===== src/rtl/queue_counter.sv =====
// rtl/queue_counter.sv - queue occupancy counter with edge-detected sensors and wait-time estimate
module queue_counter #(
   parameter int MAX_COUNT = 7,
   parameter int WT_UNIT   = 3
) (
   input  logic       clk,
   input  logic       rst,
   input  logic       up_in,
   input  logic       down_in,
   input  logic [1:0] tcount,
   output logic [2:0] pcount,
   output logic [4:0] wtime,
   output logic       full,
   output logic       empty,
   output logic       err
);

   localparam logic [2:0] max_c = 3'(MAX_COUNT);
   localparam logic [4:0] wt_u  = 5'(WT_UNIT);

   logic       up_prev;
   logic       down_prev;
   logic       up_evt;
   logic       dn_evt;
   logic [4:0] num;
   logic [4:0] quot;
   logic [4:0] wtime_next;

   assign up_evt = up_in & ~up_prev;
   assign dn_evt = down_in & ~down_prev;
   assign full   = (pcount == max_c);
   assign empty  = (pcount == 3'd0);

   // Largest numerator is 3 * (7 + 3 - 1) = 27, so 5 bits never overflow.
   always_comb begin
      num        = wt_u * ({2'b00, pcount} + {3'b000, tcount} - 5'd1);
      quot       = '0;
      wtime_next = '0;
      case (tcount)
         2'd1:    quot = num;
         2'd2:    quot = num >> 1;
         2'd3:    quot = num / 5'd3;
         default: quot = '0;
      endcase
      if (pcount != 3'd0 && tcount != 2'd0)
         wtime_next = quot;
   end

   always_ff @(posedge clk) begin
      up_prev   <= up_in;
      down_prev <= down_in;
      if (rst) begin
         pcount <= '0;
         wtime  <= '0;
         err    <= 1'b0;
      end else begin
         err   <= 1'b0;
         wtime <= wtime_next;
         // Simultaneous up and down events cancel out without flagging an error.
         if (up_evt && !dn_evt) begin
            if (!full)
               pcount <= pcount + 3'd1;
            else
               err <= 1'b1;
         end else if (dn_evt && !up_evt) begin
            if (!empty)
               pcount <= pcount - 3'd1;
            else
               err <= 1'b1;
         end
      end
   end

endmodule


===== config.mk =====
export PLATFORM = sky130hd
export DESIGN_NAME = queue_counter
export DESIGN_NICKNAME = d
export VERILOG_FILES = /design/src/rtl/queue_counter.sv
export SDC_FILE = /design/constraint.sdc
export NUM_CORES = 1
export LEC_CHECK = 0
export CORE_UTILIZATION = 35
export CTS_BUF_LIST = sky130_fd_sc_hd__clkbuf_4 sky130_fd_sc_hd__clkbuf_8
export DETAILED_ROUTE_END_ITERATION = 6
export DONT_BUFFER_PORTS = 1
export GPL_TIMING_DRIVEN = 0
export MAX_ROUTING_LAYER = met4
export PLACE_DENSITY = 0.5
export SYNTH_ARGS = -nofsm -noshare
export SYNTH_HDL_FRONTEND = slang
export SYNTH_SLANG_ARGS = --single-unit

===== constraint.sdc =====
create_clock -name clk -period 9 [get_ports clk]
set_input_delay 1.8 -clock clk [delete_from_list [all_inputs] [get_ports clk]]
set_output_delay 1.8 -clock clk [all_outputs]
set_load 0.02 [all_outputs]

==> metrics.md, run 1 <==
| Metric | Value |
|---|---|
| CP Buf/Inv Count | 6 |
| Largest net degree at the start of global routing | 11 |
| Crit path kind | in -> reg |
| Via count | 883 |
| Top delay family on crit path | adder cells |
| Type of the tightest min-delay check | reg -> reg |
| Die area | 3390 sq um |
| CP endpoint kind | flip-flop |
| H-tree depth | 1 |
| Pwr Total | 462 uW |
| Synthesis Warnings | 0 |
| Worst path cell trace | clkbuf_1 -> inv_1 -> ha_1 -> inv_1 -> ha_1 -> inv_1 -> fa_1 -> ha_1 -> a21oi_1 -> o21bai_1 -> xnor2_4 -> nand2_1 -> inv_1 -> ha_1 -> nand2_1 -> o22ai_1 -> a31oi_4 -> inv_1 -> ha_1 -> nor3_1 -> a21oi_1 -> o32ai_1 -> o31ai_1 |
| Distinct cells, synth | 41 |
| ANT cells | 0 |
| CP Launch Type | input port |
| First-pass GRT wire length | 3850 um |
| Share of cells above drive strength 1 | 11.3% |
| Iteration-0 DRC Markers | 62 |
| Placeable Area | 3030 sq um |
| Register area share after synthesis | 19.9% |
| Syn Nets | 153 |
| TritonCTS buffer count | 3 |
| Fmax | 166 MHz |
| HPWL Detailed | 1720 um |
| Crit path max fanout | 10 |
| Most frequent cells in the layout | inv_1, ha_1, nand2_1 |
| Antenna Nets Post-Route | 0 |
| Cts hold-fix bufs | 0 |
| EDFF count, synth | 0 |
| Total power per unit cell area | 387 nW/um^2 |
| DR pass1 iterations | 6 |
| Slew at the pin closest to its max-slew limit | 0.872 ns |
| Final Core Density | 39.4% |
| MaxCap Viol Count | 0 |
| Period minus WS final | 6.03 ns |
| Total track usage | 15.0% |
| Largest area contributor in the synthesized netlist | dfxtp_1 |
| Mapped Area | 1110 sq um |
| Status | completed |
| Fillers | 306 |
| Final setup vio count | 0 |
| Commonest non-fill, non-tap cell in the layout | inv_1 |
| Slowest cell on the critical path | fa_1 |
| Post-synth ARST share | 0% |
| Top cells by area, synth | dfxtp_1, ha_1, fa_1 |
| Clk Latency, worst-skew pair | 0.27 ns |
| CP Data Required Time | 9.15 ns |
| Routability congestion estimate | 0.789 |
| Fin. Hold Viols | 0 |
| Top_reg_cell synth | dfxtp_1 |
| NumNets Final | 158 |
| Fin cells | 177 |
| Cell Count Post-Placement | 173 |
| Postcts setup bufs | 0 |
| Final Slew Violations | 0 |
| Clock transition at path regs | 0.07 ns |
| Clock root buffer | clkbuf_4 |
| Ports | 17 |
| Largest incremental delay on the critical path | 0.49 ns |
| Synth top area share | 19.9% |
| Total gr overflow | 0 |
| Worst path arrival time | 6.18 ns |
| CTS Sinks | 11 |
| Routed len/inst | 12.0 um |
| Post-CTS resize count | 0 |
| Die Width | 58.2 um |
| Clock Path Buffers | 2 |
| Vias per inst | 4.99 |
| RSZ-0062 raised after global routing | false |
| PortBufs | 0 |
| Post-synthesis register bit count | 11 |
| Syn Inst Count | 129 |
| Synth Area per Inst | 8.58 sq um |
| Worst Skew | 0.00488 ns |
| Max-slew headroom | 41.4% |
| CTS tree | yes |
| Die height | 58.2 um |
| P_leak | 0.508 nW |
| Drt drc | 0 |
| Worst VDD drop | 0.192 mV |
| # rows | 20 |
| Area Growth Syn to Fin | 7.68% |
| Routed Wire Length | 2120 um |
| Final TNS setup | 0 ns |
| Initial antenna violation count | 0 |
| Number of global-route vias before repair | 892 |
| Period utilization | 67.0% |
| Starting density of the core | 36.6% |
## Yosys cell counts (2+ instances only)
library cell and count:
inv_1 19, ha_1 14, nand2_1 12, dfxtp_1 11, a21oi_1 9, nor2_1 6, nor3_1 5, o21ai_0 5
fa_1 4, nand2b_1 3, nand3_1 3, xnor2_1 3, a211oi_1 2, clkbuf_1 2, nor4_1 2, o211ai_1 2
o22ai_1 2, xnor2_2 2
## layer usage
metal / vias to the layer above / GRT usage (%) / part of all wire, % / wire [um]
met5: - / - / 0 / 0
met4: 0 / 6.12 / 1.6 / 34
met3: 4 / 2.01 / 3.0 / 63
met2: 19 / 24.8 / 49 / 1040
met1: 411 / 18.3 / 46 / 985
li1: 449 / - / - / -
## through the flow
step | setup slack (ns) | area [sq um] | hold WS (ns)
after floorplan | 3.18 | 1110 | 0.615
after global placement | 2.73 | 1160 | 0.662
after detailed placement | 2.71 | 1160 | 0.675
after CTS | 2.98 | 1190 | 0.684
after global routing | 2.47 | 1190 | 0.726
final | 2.97 | 1190 | 0.678
## worst reg2reg max path, stage by stage, from the launching register on
cell and delay [ns]:
dfxtp_1 0.58, inv_1 0.15, ha_1 0.30, inv_1 0.06, ha_1 0.20, inv_1 0.07, fa_1 0.49, ha_1 0.30
a21oi_1 0.05, o21bai_1 0.32, xnor2_4 0.20, nand2_1 0.17, inv_1 0.06, ha_1 0.22, nand2_1 0.17, o22ai_1 0.15
a31oi_4 0.23, inv_1 0.07, ha_1 0.29, nor3_1 0.23, a21oi_1 0.07, o32ai_1 0.13, o31ai_1 0.12
## final timing paths
path | from | to | depth (start not counted) | slack, ns
worst max-delay path | tcount[1] | wtime[0] | 23 | 2.97
worst min-delay path | pcount[0] | pcount[0] | 2 | 0.68
worst max register to register | pcount[1] | wtime[0] | 22 | 4.27
worst min register to register | pcount[0] | pcount[0] | 2 | 0.68
## where the power goes
group / internal [mW] / switching (mW) / total [mW] / leakage, nW
clock: 0.0202 / 0.0170 / 0.0371 / 0.0184
sequential: 0.0542 / 0.0118 / 0.0659 / 0.0900
combinational: 0.160 / 0.198 / 0.358 / 0.399
## registers in the layout (all words and copies together) (netlist names)
signal,flops
down_prev,1
up_prev,1
err,1
pcount,3
wtime,5
## cell type report
cell class                      count  area [sq um]  share of cell area, %
Buffer                              3          15.0                   1.26
Clock buffer                        4          30.0                   2.52
Inverter                           19          71.3                   5.98
Tap cell                           44          55.1                   4.62
Sequential cell                    11           220                   18.5
Multi-Input combinational cell     96           801                   67.2
## cell families (layout without fill, tap and decap cells)
| family | after synthesis | in the layout | share of synthesized area, % |
|---|---|---|---|
| AND/OR/NAND/NOR | 37 | 37 | 17.3 |
| AO/OA/AOI/OAI | 31 | 31 | 19.7 |
| buffers and inverters | 22 | 26 | 7.80 |
| adder cells (fa/ha/maj) | 18 | 18 | 23.1 |
| flip-flops | 11 | 11 | 19.9 |
| XOR/XNOR | 8 | 8 | 10.1 |
| multiplexers | 2 | 2 | 2.26 |
No activity file was read; power rests on OpenSTA's default activity.
==> run 2: changes to the inputs <==
PLACE_DENSITY = 0.52   (was 0.5)
clock period = 5.3 ns   (was 9 ns; I/O delays follow)
==> run 2 against run 1 <==
First-iteration DRC count fell by 1.6%. Cell count grew 0.56%. Global-route usage decreased by 1.3 points. Largest power group unchanged.
==> metrics.md, run 2 (synthesized netlist as in run 1, its figures left out) <==
| Metric | Value |
|---|---|
| Slowest cell on the critical path | fa_1 |
| Placeable Area | 3030 sq um (unchanged) |
| Clock transition at path regs | 0.07 ns (about the same) |
| RR Endpoint | wtime[0] |
| Reg power frac | 13.8% (-0.5 points) |
| Hold worst-path end | pcount[0] |
| Worst setup path startpoint | tcount[1] |
| Die area | 3390 sq um (unchanged) |
| R2r setup slk | 0.72 ns (-3.55 ns) |
| Most numerous cell on the critical path | inv_1 |
| CP Launch Type | input port |
| Fmax | 201 MHz |
| CP Data Required Time | 5.45 ns (-3.70 ns) |
| Final Slew Violations | 0 (unchanged) |
| Commonest non-fill, non-tap cell in the layout | inv_1 |
| Worst hold start | pcount[0] |
| Pre-CTS setup slack | -0.305 ns (-3.01 ns) |
| Period utilization | 93.9% |
| Clock power frac | 7.6% (-0.4 points) |
| Via count | 876 (-0.79%) |
| RSZ-0062 raised after global routing | false |
| Antenna Nets Post-Route | 0 (unchanged) |
| Ports | 17 (unchanged) |
| CTS Sinks | 11 (unchanged) |
| Slew at the pin closest to its max-slew limit | 0.856 ns (-0.0168 ns) |
| Clk Latency, worst-skew pair | 0.26 ns (about the same) |
| P_leak | 0.521 nW (+2.7%) |
| Biggest regs | wtime (5), pcount (3) |
| Share of cells above drive strength 1 | 14.9% (+3.6 points) |
| CTS tree | yes |
| Type of the tightest min-delay check | reg -> reg |
| ANT cells | 0 (unchanged) |
| Int Power | 417 uW (+78%) |
| Placed cell area | 1160 sq um (unchanged) |
| NumNets Final | 159 (+0.63%) |
| Initial antenna violation count | 0 (unchanged) |
| Most frequent cells in the layout | inv_1, ha_1, nand2_1, dfxtp_1, a21oi_1 |
| Routability congestion estimate | 0.734 (-7.0%) |
| Crit Reg-Reg Startpoint | pcount[1] |
| Clock Path Buffers | 2 (unchanged) |
| NetSw | 395 uW (+74%) |
| Area Growth Syn to Fin | 9.60% |
| MaxCap Viol Count | 0 (unchanged) |
| Clock root buffer | clkbuf_4 |
| Routed len/inst | 11.6 um (-3.3%) |
| First-pass GRT wire length | 3530 um (-8.4%) |
| Crit path kind | in -> reg |
| CP endpoint kind | flip-flop |
| Routed Wire Length | 2070 um (-2.7%) |
| FF-to-FF path depth | 20 (-9.1%) |
| Final setup vio count | 0 (unchanged) |
| Drt drc | 0 (unchanged) |
| Max-slew headroom | 42.5% (+1.1 points) |
| Iteration-0 DRC Markers | 61 (-1.6%) |
| Fin. Hold Viols | 0 (unchanged) |
| Worst hold stages | 2 (unchanged) |
| Number of flip-flops in the largest register | 5 (unchanged) |
| Vias per inst | 4.92 (-1.4%) |
| # rows | 20 (unchanged) |
| Total track usage | 13.7% (-1.3 points) |
| H-tree depth | 1 (unchanged) |
| Switch share | 48.7% (-0.45 points) |
| Crit path max fanout | 10 (unchanged) |
| Worst path arrival time | 5.12 ns (-1.06 ns) |
| Fin area | 1210 sq um (+1.8%) |
| Die height | 58.2 um (unchanged) |
| CP Buf/Inv Count | 7 (+1) |
| PortBufs | 0 (unchanged) |
| Total power per unit cell area | 669 nW/um^2 (+73%) |
| Cts hold-fix bufs | 0 (unchanged) |
| HPWL Detailed | 1730 um (+0.47%) |
| Worst path cell trace | clkbuf_2 -> inv_1 -> ha_1 -> inv_1 -> ha_1 -> inv_1 -> fa_1 -> inv_1 -> fa_1 -> xor2_1 -> nand2_1 -> inv_1 -> ha_1 -> nand2_2 -> a31oi_4 -> inv_1 -> ha_1 -> nor3_1 -> a21oi_1 -> o32ai_1 -> o31ai_1 |
| Final worst setup slack | 0.322 ns (-2.65 ns) |
| Total gr overflow | 0 (unchanged) |
| Largest net degree at the start of global routing | 11 (unchanged) |
| TritonCTS buffer count | 3 (unchanged) |
| Fillers | 326 (+6.5%) |
| Top delay family on crit path | adder cells |
| Reg with most FFs | wtime |
| Number of global-route vias before repair | 828 (-7.2%) |
| Starting density of the core | 36.6% (unchanged) |
| Worst VDD drop | 0.333 mV (+74%) |
| Largest incremental delay on the critical path | 0.55 ns (+0.06 ns) |
| Combinational power share | 78.7% (+1.0 points) |
| Status | completed |
| Period minus WS final | 4.98 ns |
| Die Width | 58.2 um (unchanged) |
| DR pass1 iterations | 4 (-2) |
| Worst Skew | 0.000984 ns (-0.00390 ns) |
run 2: changes by cell type in the layout (fill, tap and decap cells not counted), sizes merged:
| cell | delta |
|---|---|
| buf | +1 |
run 2: final cells by class:
cell class	count	area [sq um]	share of cell area, %
timing repair buffer	1	7.51	0.619
multi-input combinational	96	813	67.0
buffer	3	16.3	1.34
clock buffer	4	30.0	2.47
inverter	19	71.3	5.88
sequential	11	220	18.1
tap	44	55.1	4.54
run 2: worst max-delay path by stage:
stage	depth (start not counted)	slack (ns)	end
floorplan	23	0.22	wtime[0]
global placement	23	-0.24	wtime[0]
detailed placement	23	-0.30	wtime[0]
CTS	23	0.15	wtime[0]
global route	21	0.06	wtime[0]
finish	21	0.32	wtime[0]
run 2: worst reg2reg max path: stages, from the launching register on:
cell and delay, ns:
dfxtp_1 0.57, inv_1 0.15, ha_1 0.29, inv_1 0.05
ha_1 0.20, inv_1 0.06, fa_1 0.55, inv_1 0.08
fa_1 0.47, xor2_1 0.28, nand2_1 0.16, inv_1 0.08
ha_1 0.22, nand2_2 0.13, a31oi_4 0.25, inv_1 0.07
ha_1 0.29, nor3_1 0.24, a21oi_1 0.07, o32ai_1 0.15
o31ai_1 0.11
run 2: per-stage QoR:
stage               hold WS (ns)  total power, mW  TNS (ns)  cells  utilization (%)
floorplan                  0.615            0.633         0    129                -
finish                     0.686            0.812         0    178             40.1
global placement           0.648            0.713    -0.241    173             38.4
global route               0.745            0.898         0    178             40.1
CTS                        0.701            0.794         0    177             39.4
detailed placement         0.692            0.728    -0.305    173             38.4
run 2: timing repair:
item	4_1_cts	5_1_grt
setup buffers	0	1
gates resized for setup	1	3
pin swaps	0	1
gates cloned	0	0
setup endpoints to repair	1	1
run 2: layer usage:
layer	routed length, um	global-route usage (%)	vias to the layer above
met5	0	-	-
met4	0	4.08	0
met3	78	2.23	0
met2	1040	23.3	18
met1	951	16.6	403
li1	-	-	455
run 2: power by group through the flow:
stage	Sequential (mW)	Combinational (mW)	Clock (mW)
after detailed placement	0.114	0.614	0
after CTS	0.112	0.618	0.0631
after global routing	0.114	0.715	0.0693
after global placement	0.114	0.599	0
final	0.112	0.639	0.0616
after floorplan	0.111	0.521	0
==> run 3: changes to the inputs <==
CTS_CLUSTER_DIAMETER = 150   (was default)
GPL_TIMING_DRIVEN = 1   (was 0)
PLACE_DENSITY = 0.5   (was 0.52)
clock period = 5.2 ns   (was 5.3 ns; I/O delays follow)
==> run 3 against run 2 <==
Clock skew up 0.0021 ns. Critical path depth unchanged. Via count decreased by 1.3%. Sequential power barely moved. Global-route usage is 0.93 points higher. Die area stayed put. Worst setup slack better by 0.13 ns. Final area decreased by 2.4%. Highest routed layer unchanged.
==> metrics.md, run 3 (synthesized netlist as in run 1, its figures left out) <==
| Metric | Value |
|---|---|
| Status | completed |
| Routed Wire Length | 2100 um (+1.8%) |
| Clock power frac | 7.6% (about the same) |
| Clock root buffer | clkbuf_4 |
| MaxCap Viol Count | 0 (unchanged) |
| RSZ-0062 raised after global routing | false |
| Period minus WS final | 4.75 ns |
| CTS Sinks | 11 (unchanged) |
| # rows | 20 (unchanged) |
| TritonCTS buffer count | 3 (unchanged) |
| Die area | 3390 sq um (unchanged) |
| Largest net degree at the start of global routing | 11 (unchanged) |
| Total track usage | 14.6% (+0.93 points) |
| Final TNS setup | 0 ns (unchanged) |
| Routed len/inst | 12.0 um (+3.6%) |
| Iteration-0 DRC Markers | 25 (-59%) |
| Final Core Density | 39.1% (-0.95 points) |
| P_leak | 0.505 nW (-3.1%) |
| Commonest non-fill, non-tap cell in the layout | inv_1 |
| Ports | 17 (unchanged) |
| H-tree depth | 1 (unchanged) |
| Total gr overflow | 0 (unchanged) |
| Share of cells above drive strength 1 | 11.5% (-3.5 points) |
| Worst path cell trace | inv_1 -> ha_1 -> inv_1 -> ha_1 -> inv_1 -> fa_1 -> inv_1 -> fa_1 -> xor2_1 -> nand2_1 -> inv_1 -> ha_1 -> nand2_1 -> o22ai_1 -> a31oi_4 -> inv_1 -> ha_1 -> nor3_1 -> a21oi_1 -> o32ai_1 -> o31ai_1 |
| Period utilization | 91.3% |
| CTS tree | yes |
| Type of the tightest min-delay check | reg -> reg |
| ANT cells | 0 (unchanged) |
| Die Width | 58.2 um (unchanged) |
| Largest incremental delay on the critical path | 0.55 ns (about the same) |
| Fmax | 211 MHz |
| Int Power | 414 uW (-0.61%) |
| Vias per inst | 4.94 (+0.44%) |
| HPWL Detailed | 1760 um (+2.0%) |
| WP depth | 21 (unchanged) |
| NetSw | 388 uW (-1.9%) |
| First-pass GRT wire length | 3820 um (+8.2%) |
| Antenna Nets Post-Route | 0 (unchanged) |
| Crit path max fanout | 10 (unchanged) |
| Number of global-route vias before repair | 854 (+3.1%) |
| Final setup vio count | 0 (unchanged) |
| Initial antenna violation count | 0 (unchanged) |
| Slowest cell on the critical path | fa_1 |
| Postcts setup bufs | 0 (unchanged) |
| Area Growth Syn to Fin | 7.01% |
| Post-CTS resize count | 0 (-1) |
| Max-slew headroom | 41.0% (-1.5 points) |
| PortBufs | 0 (unchanged) |
| Clock Path Buffers | 2 (unchanged) |
| Switch share | 48.3% (-0.34 points) |
| Die height | 58.2 um (unchanged) |
| Biggest regs | wtime (5), pcount (3) |
| Most numerous cell on the critical path | inv_1 |
| Top delay family on crit path | adder cells |
| Worst path arrival time | 4.89 ns (-0.23 ns) |
| Combinational power share | 78.2% (-0.5 points) |
| Via count | 865 (-1.3%) |
| Most frequent cells in the layout | inv_1, ha_1, nand2_1 |
| Worst VDD drop | 0.385 mV (+16%) |
| Clk Latency, worst-skew pair | 0.26 ns (about the same) |
| Fin. Hold Viols | 0 (unchanged) |
| DR pass1 iterations | 4 (unchanged) |
| CP Launch Type | input port |
| Crit path kind | in -> reg |
| Worst hold stages | 2 (unchanged) |
| Slew at the pin closest to its max-slew limit | 0.878 ns (+0.0224 ns) |
| CP endpoint kind | flip-flop |
| Routability congestion estimate | 0.821 (+12%) |
| Number of flip-flops in the largest register | 5 (unchanged) |
| Placeable Area | 3030 sq um (unchanged) |
| FF-to-FF path depth | 21 (+5.0%) |
| NumNets Final | 156 (-1.9%) |
| Reg power frac | 14.3% (+0.5 points) |
| Total power per unit cell area | 677 nW/um^2 (+1.1%) |
| Clock transition at path regs | 0.07 ns (about the same) |
| CP Buf/Inv Count | 6 (-1) |
| Worst Skew | 0.00308 ns (+0.00210 ns) |
| Starting density of the core | 36.6% (unchanged) |
| Reg with most FFs | wtime |
| CP Data Required Time | 5.34 ns (-0.11 ns) |
| Final Slew Violations | 0 (unchanged) |
| Cts hold-fix bufs | 0 (unchanged) |
| Drt drc | 0 (unchanged) |
## run 3: cell count changes in the layout (fill, tap and decap cells not counted), sizes merged
cell,change
buf,-1
clkbuf,-2
## run 3: power groups by stage
stage | clock network, mW | logic [mW] | registers, mW
global placement | 0 | 0.622 | 0.116
CTS | 0.0631 | 0.631 | 0.115
floorplan | 0 | 0.531 | 0.114
global route | 0.0669 | 0.715 | 0.116
finish | 0.0608 | 0.627 | 0.114
detailed placement | 0 | 0.628 | 0.117
## run 3: worst reg2reg max path, delay by kind of cell, from the launching register on
family / cells / cell delay (ns)
adder cells (fa/ha/maj): 6 / 1.95
flip-flops: 1 / 0.59
XOR/XNOR: 1 / 0.28
buffers and inverters: 6 / 0.52
AO/OA/AOI/OAI: 5 / 0.64
AND/OR/NAND/NOR: 3 / 0.57
## run 3: area by class of cell
cell class / instances / area, sq um
Inverter: 19 / 71.3
Sequential cell: 11 / 220
Timing Repair Buffer: 1 / 7.51
Clock buffer: 4 / 30.0
Tap cell: 44 / 55.1
Multi-Input combinational cell: 96 / 801
Fill cell: 320 / 1840
## run 3: worst paths after layout
check             from         to  slack, ns
max          tcount[1]   wtime[0]       0.45
min          pcount[0]  pcount[0]       0.68
max reg2reg  pcount[1]   wtime[0]       0.54
min reg2reg  pcount[0]  pcount[0]       0.68
## run 3: through the flow
stage	hold WS, ns	cells	instance area, sq um	power [mW]	setup slack (ns)
floorplan	0.615	129	1110	0.645	0.141
global placement	0.665	171	1150	0.738	0.197
detailed placement	0.677	171	1150	0.744	0.201
global route	0.729	175	1180	0.898	0.0107
finish	0.680	175	1180	0.802	0.454
CTS	0.687	175	1180	0.809	0.464
## run 3: routing by layer
metal  wire length [um]  vias to the layer above  GRT usage [%]
li1                   -                      446              -
met1                970                      401           18.3
met2               1040                       18           25.5
met3                 92                        0           2.90
met4                  0                        0           1.02
met5                  0                        -              -
